==> config.mk <==
export PLATFORM = sky130hd
export DESIGN_NAME = rv32i_writeback_arbiter
export DESIGN_NICKNAME = d
export VERILOG_FILES = /design/src/rtl/rv32i_types_pkg.sv /design/src/rtl/rv32i_writeback_arbiter_rr_arbiter.sv /design/src/rtl/rv32i_writeback_arbiter.sv
export SDC_FILE = /design/constraint.sdc
export NUM_CORES = 1
export LEC_CHECK = 0
export ABC_CLOCK_PERIOD_IN_PS = 2850
export CAP_MARGIN = 10
export CORE_MARGIN = 10
export CORE_UTILIZATION = 44
export CTS_CLUSTER_DIAMETER = 200
export DETAILED_ROUTE_END_ITERATION = 10
export GPL_TIMING_DRIVEN = 0
export PLACE_DENSITY = 0.77
export SETUP_SLACK_MARGIN = 0.3
export SKIP_CTS_REPAIR_TIMING = 1
export SYNTH_ARGS = -nofsm -noshare
export SYNTH_HDL_FRONTEND = slang
export SYNTH_SLANG_ARGS = --single-unit
==> constraint.sdc <==
create_clock -name CLK -period 2.85 [get_ports CLK]
set_input_delay 0.57 -clock CLK [delete_from_list [all_inputs] [get_ports CLK]]
set_output_delay 0.57 -clock CLK [all_outputs]
set_load 0.01 [all_outputs]
==> src/rtl/rv32i_types_pkg.sv <==
// Shared RV32I datapath types used by the execute, writeback and register file blocks.
package rv32i_types_pkg;

    localparam int XLEN       = 32;
    localparam int REG_ADDR_W = 5;
    localparam int WB_MAX_SRC = 8;

    typedef logic [XLEN-1:0]       word_t;
    typedef logic [REG_ADDR_W-1:0] reg_addr_t;

    // One pending register write: destination register plus the value to store.
    typedef struct packed {
        logic [4:0] rd;
        word_t      data;
    } wb_req_t;

    // x0 is hardwired to zero, so a write aimed at it carries no information.
    function automatic logic is_x0(input reg_addr_t rd);
        return (rd == '0);
    endfunction

endpackage

==> src/rtl/rv32i_writeback_arbiter_rr_arbiter.sv <==
// Generic round-robin arbiter: one-hot grant, and it owns its own rotating priority pointer.
module rr_arbiter #(
    parameter int N = 3
) (
    input  logic         CLK,
    input  logic         nRST,
    input  logic [N-1:0] req,
    output logic [N-1:0] gnt
);

    localparam int PW = (N > 1) ? $clog2(N) : 1;

    logic [PW-1:0] ptr_q;
    logic [PW-1:0] ptr_d;

    // Grant the first requester found when searching upward from the pointer, wrapping at N.
    always_comb begin
        int   idx;
        logic found;
        gnt   = '0;
        ptr_d = ptr_q;
        found = 1'b0;
        idx   = 0;
        for (int k = 0; k < N; k++) begin
            idx = int'(ptr_q) + k;
            if (idx >= N) begin
                idx = idx - N;
            end
            if (!found && req[idx]) begin
                gnt[idx] = 1'b1;
                found    = 1'b1;
                ptr_d    = (idx == N - 1) ? '0 : PW'(idx + 1);
            end
        end
    end

    // Pointer moves just past the winner so it becomes the lowest priority next cycle.
    always_ff @(posedge CLK or negedge nRST) begin
        if (!nRST) begin
            ptr_q <= '0;
        end else begin
            ptr_q <= ptr_d;
        end
    end

endmodule

==> src/rtl/rv32i_writeback_arbiter.sv <==
// Writeback arbiter: buffers one result per functional unit and retires one
// register write per cycle into the register file write port.
module rv32i_writeback_arbiter
    import rv32i_types_pkg::*;
#(
    parameter int NUM_SRC = 3
) (
    input  logic                         CLK,
    input  logic                         nRST,
    input  logic [NUM_SRC-1:0]           src_valid,
    input  logic [NUM_SRC-1:0][4:0]      src_rd,
    input  word_t [NUM_SRC-1:0]          src_data,
    output logic [NUM_SRC-1:0]           src_ready,
    output logic                         wb_wen,
    output logic [4:0]                   wb_rd,
    output word_t                        wb_w_data,
    output logic [NUM_SRC-1:0]           wb_grant
);

    wb_req_t            buf_q [NUM_SRC];
    logic [NUM_SRC-1:0] occ_q;
    logic [NUM_SRC-1:0] gnt;
    logic [NUM_SRC-1:0] xfer;

    rr_arbiter #(
        .N (NUM_SRC)
    ) u_rr_arbiter (
        .CLK  (CLK),
        .nRST (nRST),
        .req  (occ_q),
        .gnt  (gnt)
    );

    // A buffer can take a new result when empty or when its current entry is retiring now;
    // ready comes from registered state only, so producers never see a loop through valid.
    assign src_ready = ~occ_q | gnt;
    assign xfer      = src_valid & src_ready;
    assign wb_grant  = gnt;
    assign wb_wen    = |gnt;

    // Holding buffers: fill on a transfer (x0 results are dropped), drain on grant.
    always_ff @(posedge CLK or negedge nRST) begin
        if (!nRST) begin
            occ_q <= '0;
            for (int i = 0; i < NUM_SRC; i++) begin
                buf_q[i] <= '0;
            end
        end else begin
            for (int i = 0; i < NUM_SRC; i++) begin
                if (xfer[i] && !is_x0(src_rd[i])) begin
                    occ_q[i]      <= 1'b1;
                    buf_q[i].rd   <= src_rd[i];
                    buf_q[i].data <= src_data[i];
                end else if (gnt[i]) begin
                    occ_q[i] <= 1'b0;
                end
            end
        end
    end

    // One-hot AND-OR mux of the granted buffer; all zero when nothing is granted.
    always_comb begin
        wb_rd     = '0;
        wb_w_data = '0;
        for (int i = 0; i < NUM_SRC; i++) begin
            wb_rd     = wb_rd     | (buf_q[i].rd   & {5{gnt[i]}});
            wb_w_data = wb_w_data | (buf_q[i].data & {32{gnt[i]}});
        end
    end

endmodule

==> metrics.md, run 1 <==
| Metric | Value |
|---|---|
| Status | `complete, but fails checks` |
| Failing checks | `setup timing` |
| Post-Synth XOR/XNOR Area | `0%` |
| Final Cycle Share | `125%` |
| Row cnt | `41` |
| Routability cong. | `around 0.85` |
| Initial core utilization | `between 40 and 50%` |
| Sink Count | `~120` |
| Worst-path clk slew | `roughly 0.050 ns` |
| Dpl cells | `just over 800` |
| Pin count of the biggest net entering global routing | `66` |
| Worst path bufs/invs | `5` |
| Root Buffer | `clkbuf_16` |
| Synthesized netlist cell count | `493` |
| Top Metal Used | `met4` |
| Avg Inst Size Synth | `~12 um2` |
| Syn Nets | `about 610` |
| Clock share of power | `between 10% and 20%` |
| Nets | `832` |
| Core Area | `~13,000 um2` |
| Crit path top cell by count | `mux2_4` |
| Main combinational cell family by area after synthesis | `compound AO/OA/AOI/OAI gates` |
| First-pass GRT wire length | `29,000 um` |
| Die ar. | `between 15,000 and 20,000 um2` |
| Post-synthesis simple-gate area fraction | `12.7%` |
| Synth Area in Adders | `less than 1%` |
| Seq/Total Area, Yosys | `about 51%` |
| Post-route core utilization | `about two thirds` |
| NetSw | `about 5800 uW` |
| Non-Filler Instances | `approximately 900` |
| # port buffers | `around 160` |
| Share of post-route cells with drive strength above 1 | `a little over a third` |
| Critical path class | `reg2out` |
| Worst slew pin tran | `around 0.53 ns` |
| Relative slew margins | `between 60 and 70%` |
| Overall Power | `about 14,000 uW` |
| Final setup viols | `74` |
| Synth Warn # | `0` |
| Met2 Wirelength | `between 9000 and 10,000 um` |
| Max incr delay on CP | `between 0.4 and 0.5 ns` |
| P_int | `8580 uW` |
| Pwr Density | `between 1500 and 2000 nW/um2` |
| Portion of netlist area occupied by mux cells | `15.3%` |
| H-tree depth | `4` |
| LEAKAGE | `0.00386 uW` |
| Post-Route Skew | `0.00788 ns` |
| Die height | `around 130 um` |
| Synth Flop Type | `dfrtp_1` |
| Fillers | `approximately 960` |
| Max FO, Critical Path | `8` |
| Final Max Slew Viols | `0` |
| HPWL Detailed | `approximately 13,000 um` |
| Initial antenna violation count | `0` |
| Clk Latency, worst-skew pair | `0.42 ns` |
| Drt drc | `0` |
| Worst Setup SP | `u_rr_arbiter.ptr_q[0]` |
| Met3 wire len | `~1400 um` |
| Switch share | `between 40 and 50%` |
| Slowest stage cell on the critical path | `dfrtp_2` |
| Min cycle time layout | `around 3.6 ns` |
| Met1 WL | `8460 um` |
| Mapped cell area | `between 5000 and 6000 um2` |
| Crit path DAT | `2.99 ns` |
| WL/cell | `roughly 22 um` |
| Flop pwr share | `between 20% and 30%` |
| DR vias | `5,094` |
| Post-Route WL | `19,900 um` |
| Top delay family on crit path | `buffers and inverters` |
| CP startpoint kind | `flop` |
| Routed Antenna Nets | `0` |
| Power share of the combinational group | `approximately 66%` |
| Fmax achieved | `between 0.2 and 0.3 GHz` |
| Synth Register Bits | `116` |
| Vias in the first global route | `5,159` |
| Total GRT Usage | `roughly a fifth` |
| Worst path required time | `around 2.3 ns` |
| DRT iter0 DRCs | `between 500 and 600` |
| Final hold vios | `0` |
| Post-synth EDFFs | `0` |
| Area grow syn2layout | `51.1%` |
| Ports | `160` |
| HP Class | `in2async` |
| # Max-Cap Violations | `0` |
| Complex-gate fraction of the synthesized area | `15.5%` |
| DRT Pass-1 Iters | `6` |
| Async set-or-reset flop fraction in the synthesized netlist | `100%` |
| Distinct cells, synth | `between 40 and 50` |
| CP Cell Sequence | `inv_4 -> ha_4 -> mux2_4 -> mux2_4 -> a311oi_4 -> buf_4 -> buf_12 -> clkbuf_16 -> nor3b_1 -> a221o_1 -> buf_6` |
| Vias per cell | `about 5.7` |
| CTS Buffer Depth | `2` |
| RSZ-0062 raised after global routing | `yes` |
| TritonCTS clock tree | `yes` |
| GRT overflow | `0` |
| CTS Buf Count | `17` |
| Final setup margin | `-0.711 ns` |
| Reg2reg start | `u_rr_arbiter.ptr_q[1]` |
| Die Span X | `around 130 um` |
| VDD IR-drop max | `between 700 and 800 uV` |
| Critical Path Sink Type | `output port` |
## cells by family after synthesis
family,count (synthesis)
simple gates,142
mux,70
fa+ha+maj,4
compound gates,113
buf+inv,48
flops,116
## synth_stat cells, drive strengths merged, types with 2 or more instances
cell type    n  area, um2
nand2       80        300
nand2b       5       31.3
or4          3       22.5
nor2b        3       18.8
mux2i        2       20.0
buf         27        211
dfrtp      116       2900
nor3b       39        293
o21a         4       30.0
inv          6       22.5
a22oi        2       15.0
mux2        68        860
o22ai       38        238
o21ai        7       35.0
a221o       37        370
a21oi        6       30.0
nor2         5       18.8
ha           4       50.1
clkbuf      15       56.3
and2         2       12.5
a22o        10       87.6
## routing by layer
layer  vias to the layer above  GRT usage, %
li1                       2279             -
met1                      2534          26.4
met2                       247          32.2
met3                        34          6.20
met4                         0          7.07
met5                         -             0
## per-stage QoR
step	cell area (um2)	TNS (ns)	setup WS, ns	hold WS [ns]
2_1_floorplan	5810	0	0.123	0.274
3_3_place_gp	7620	-389.22	-3.14	0.471
3_5_place_dp	7640	-30.90	-0.806	0.480
4_1_cts	8160	-47.90	-1.27	0.108
5_1_grt	8680	-34.66	-0.751	0.121
6_report	8680	-29.10	-0.711	0.0918
## state kept, by name, indices dropped and copies added, names as in the netlist
name                flops
u_rr_arbiter.ptr_q      2
buf_q                 111
occ_q                   3
## path summary, 6_finish.rpt
check	depth (start not counted)	end	slack [ns]
worst max-delay path	11	wb_rd[2]	-0.71
worst min-delay path	1	buf_q[80]	0.09
worst max register to register	13	buf_q[41]	-0.16
worst min register to register	1	buf_q[40]	0.49
max in group asynchronous	2	buf_q[97]	2.07
min in group CLK	1	buf_q[40]	0.49
## area by class of cell
type / count / area [um2] / area share [%]
well taps: 172 / 215 / 2.48
flip-flops and latches: 116 / 2910 / 33.5
repair buffers: 200 / 1820 / 20.9
inverters: 6 / 27.5 / 0.317
plain buffers: 42 / 395 / 4.55
diodes: 1 / 2.50 / 0.0288
clock buffers: 25 / 485 / 5.59
multi-input cells: 329 / 2810 / 32.3
clock inverters: 5 / 27.5 / 0.317
## power groups by stage
stage          Combinational (uW)  Clock [uW]  Sequential, uW
2_1_floorplan                4900           0            2820
3_3_place_gp                 7990           0            2960
3_5_place_dp                 8130           0            3000
4_1_cts                      8210        1880            2990
5_1_grt                     10100        1970            3100
6_report                     9510        1860            3020
## cells in the final DEF (no fill, tap or decap), types with 21 or more instances in the layout
| cell | Yosys | final |
|---|---|---|
| clkbuf_2 | 0 | 28 |
| mux2_2 | 35 | 32 |
| mux2_4 | 25 | 28 |
| clkdlybuf4s50_1 | 0 | 116 |
| buf_6 | 6 | 27 |
| dfrtp_1 | 116 | 114 |
| buf_4 | 1 | 33 |
| nand2_1 | 80 | 79 |
| a221o_1 | 37 | 37 |
| o22ai_1 | 38 | 38 |
| buf_2 | 14 | 21 |
(Power assumes the default switching activity.)
==> run 2, diff against run 1 <==
Settings changed: GPL_ROUTABILITY_DRIVEN set to 0, PLACE_DENSITY 0.77 to 0.88.
==> run 2 against run 1 <==
  * Die area did not move
  * Sequential cell count unchanged
  * Utilization up 2.3 points
  * Non-clock buffer count decreased by 2
  * Sequential share of layout area fell by 1.1 points
  * First-iteration DRC count is 5.0% higher
  * The flow finishes with violations (hold timing, setup timing)
  * Cell area grew 3.4%
  * Routed wire length grew 6.5%
  * Hold slack got worse by 0.093 ns
  * Sequential power about the same
  * Clock power grew 19%
==> metrics.md, run 2 (synthesis gave the netlist of run 1 again) <==
| Metric | Value |
|---|---|
| RSZ-0062 raised after global routing | `yes` |
| TritonCTS clock tree | `yes` |
| Reg2reg start | `u_rr_arbiter.ptr_q[1]` |
| First-pass GRT wire length | `29,900 um (+3.0%)` |
| Post-route core utilization | `70.6% (+2.3 points)` |
| Biggest register | `buf_q` |
| Final Max Slew Viols | `0 (unchanged)` |
| Max reg flops | `111 (unchanged)` |
| Ports | `160 (unchanged)` |
| Crit path DAT | `2.96 ns (-0.03 ns)` |
| Critical Path Sink Type | `output port` |
| Vias per cell | `5.95 (+4.7%)` |
| Sink Count | `116 (unchanged)` |
| Max FO, Critical Path | `10 (+2)` |
| Vias in the first global route | `5,390 (+4.5%)` |
| VDD IR-drop max | `812 uV (+5.0%)` |
| Initial core utilization | `45.2% (unchanged)` |
| Pin count of the biggest net entering global routing | `96 (+45%)` |
| DRT Pass-1 Iters | `6 (unchanged)` |
| Min cycle time layout | `3.53 ns (-0.0277 ns)` |
| Die ar. | `18,000 um2 (unchanged)` |
| Relative slew margins | `57.1% (-7.2 points)` |
| Die Span X | `134 um (unchanged)` |
| Critical path class | `reg2out` |
| WL/cell | `23.7 um (+6.6%)` |
| # port buffers | `159 (unchanged)` |
| Worst slew pin tran | `0.637 ns (+0.103 ns)` |
| CP startpoint kind | `flop` |
| Final setup margin | `-0.683 ns (+0.0277 ns)` |
| Final Cycle Share | `124% (-0.97 points)` |
| GRT overflow | `0 (unchanged)` |
| Die height | `134 um (unchanged)` |
| Reg2Reg Setup Slack | `-0.05 ns (+0.11 ns)` |
| Drt drc | `0 (unchanged)` |
| Worst-path clk slew | `0.06 ns (about the same)` |
| Area grow syn2layout | `56.2%` |
| Most frequent cells in the layout | `clkdlybuf4s50_1, dfrtp_1, nand2_1, o22ai_1, a221o_1` |
| Root Buffer | `clkbuf_16` |
| H-tree depth | `4 (unchanged)` |
| Final hold vios | `2 (+2)` |
| Final setup viols | `68 (-8.1%)` |
| Row cnt | `41 (unchanged)` |
| Worst Setup SP | `u_rr_arbiter.ptr_q[0]` |
| Hold Slack | `-0.000835 ns (-0.0926 ns)` |
| Post-Route WL | `21,200 um (+6.5%)` |
| Initial antenna violation count | `2 (+2)` |
| DRT iter0 DRCs | `527 (+5.0%)` |
| LEAKAGE | `0.00406 uW (+5.2%)` |
| # Max-Cap Violations | `0 (unchanged)` |
| Critical Path Sink | `wb_w_data[18]` |
| Routed Antenna Nets | `0 (unchanged)` |
| Worst path required time | `2.28 ns (about the same)` |
| Share of post-route cells with drive strength above 1 | `34.5% (-0.64 points)` |
| Overall Power | `15,200 uW (+6.0%)` |
| Failing checks | `hold timing, setup timing` |
| Status | `complete, but fails checks` |
| HPWL Detailed | `13,800 um (+4.1%)` |
| Fmax achieved | `0.283 GHz (+0.78%)` |
| Clk Latency, worst-skew pair | `0.42 ns (about the same)` |
| CTS Buffer Depth | `2 (unchanged)` |
| Pwr Density | `1700 nW/um2 (+2.5%)` |
| DR vias | `5,325 (+4.5%)` |
| Crit Reg-Reg Endpoint | `buf_q[50]` |
| CTS Buf Count | `17 (unchanged)` |
| Core Area | `12,700 um2 (unchanged)` |
| Regs by FF count | `buf_q: 111 flops, occ_q: 3 flops, u_rr_arbiter.ptr_q: 2 flops` |
| Nets | `830 (-0.24%)` |
| HP Class | `in2async` |
| Setup TNS Final | `-25.46 ns (+3.64 ns)` |
| Total GRT Usage | `21.1% (+0.51 points)` |
| Commonest non-fill, non-tap cell in the layout | `clkdlybuf4s50_1` |
| Post-Route Skew | `0.0107 ns (+0.00279 ns)` |
| FF-to-FF path depth | `12 (-1)` |
[run 2: cell types whose count changed in the layout (fill, tap and decap cells not counted), moves of 4 or more]
cell,delta
bufinv_16,+4
mux2_4,+8
buf_4,-8
clkbuf_2,-8
mux2_1,-8
dlymetal6s2s_1,+11
[run 2: power breakdown]
group | internal (uW) | leakage, uW | switching (uW)
registers | 2500 | 0.00139 | 524
clock network | 1460 | 0.000285 | 760
logic | 5230 | 0.00239 | 4780
[run 2: stage by stage]
step	hold WS, ns	setup slack [ns]	instance area, um2	std cells
detailed placement	0.439	-0.838	7640	825
global placement	0.468	-3.15	7620	824
finish	-0.000835	-0.683	8980	895
CTS	-0.00757	-1.31	8240	856
floorplan	0.274	0.123	5810	493
global route	0.0105	-0.745	8980	895
[run 2: worst min-delay path by stage]
stage / start / to / slack (ns) / cells after the start
floorplan: nRST / buf_q[0] / 0.27 / 0
global placement: buf_q[62] / buf_q[62] / 0.47 / 1
detailed placement: nRST / buf_q[74] / 0.44 / 1
CTS: nRST / buf_q[43] / -0.008 / 1
global route: nRST / buf_q[78] / 0.01 / 1
finish: nRST / buf_q[78] / -0.0008 / 1
[run 2: final cells by class]
| cell class | count | area (um2) |
|---|---|---|
| multi-input cells | 329 | 2870 |
| fillers | 868 | 3740 |
| flip-flops and latches | 116 | 2910 |
| repair buffers | 198 | 1920 |
| diodes | 1 | 2.50 |
| clock inverters | 9 | 154 |
| plain buffers | 42 | 435 |
| inverters | 6 | 27.5 |
| clock buffers | 22 | 444 |
| well taps | 172 | 215 |
[run 2: worst max-delay path, stage by stage, from the launching register on]
cell and delay [ns]:
dfrtp_2 0.43, buf_6 0.14, ha_4 0.18, buf_6 0.13, nand3b_1 0.27, o21a_4 0.22
nor2_1 0.17, buf_4 0.25, buf_6 0.21, nor3b_2 0.07, a221o_1 0.29, dlymetal6s2s_1 0.19
[run 2: routing by layer]
metal	GRT usage, %	share of wire [%]	vias up
met5	0	0.047	-
met4	8.28	2.9	2
met3	6.65	8.2	55
met2	33.8	49	302
met1	25.9	40	2690
li1	-	-	2276
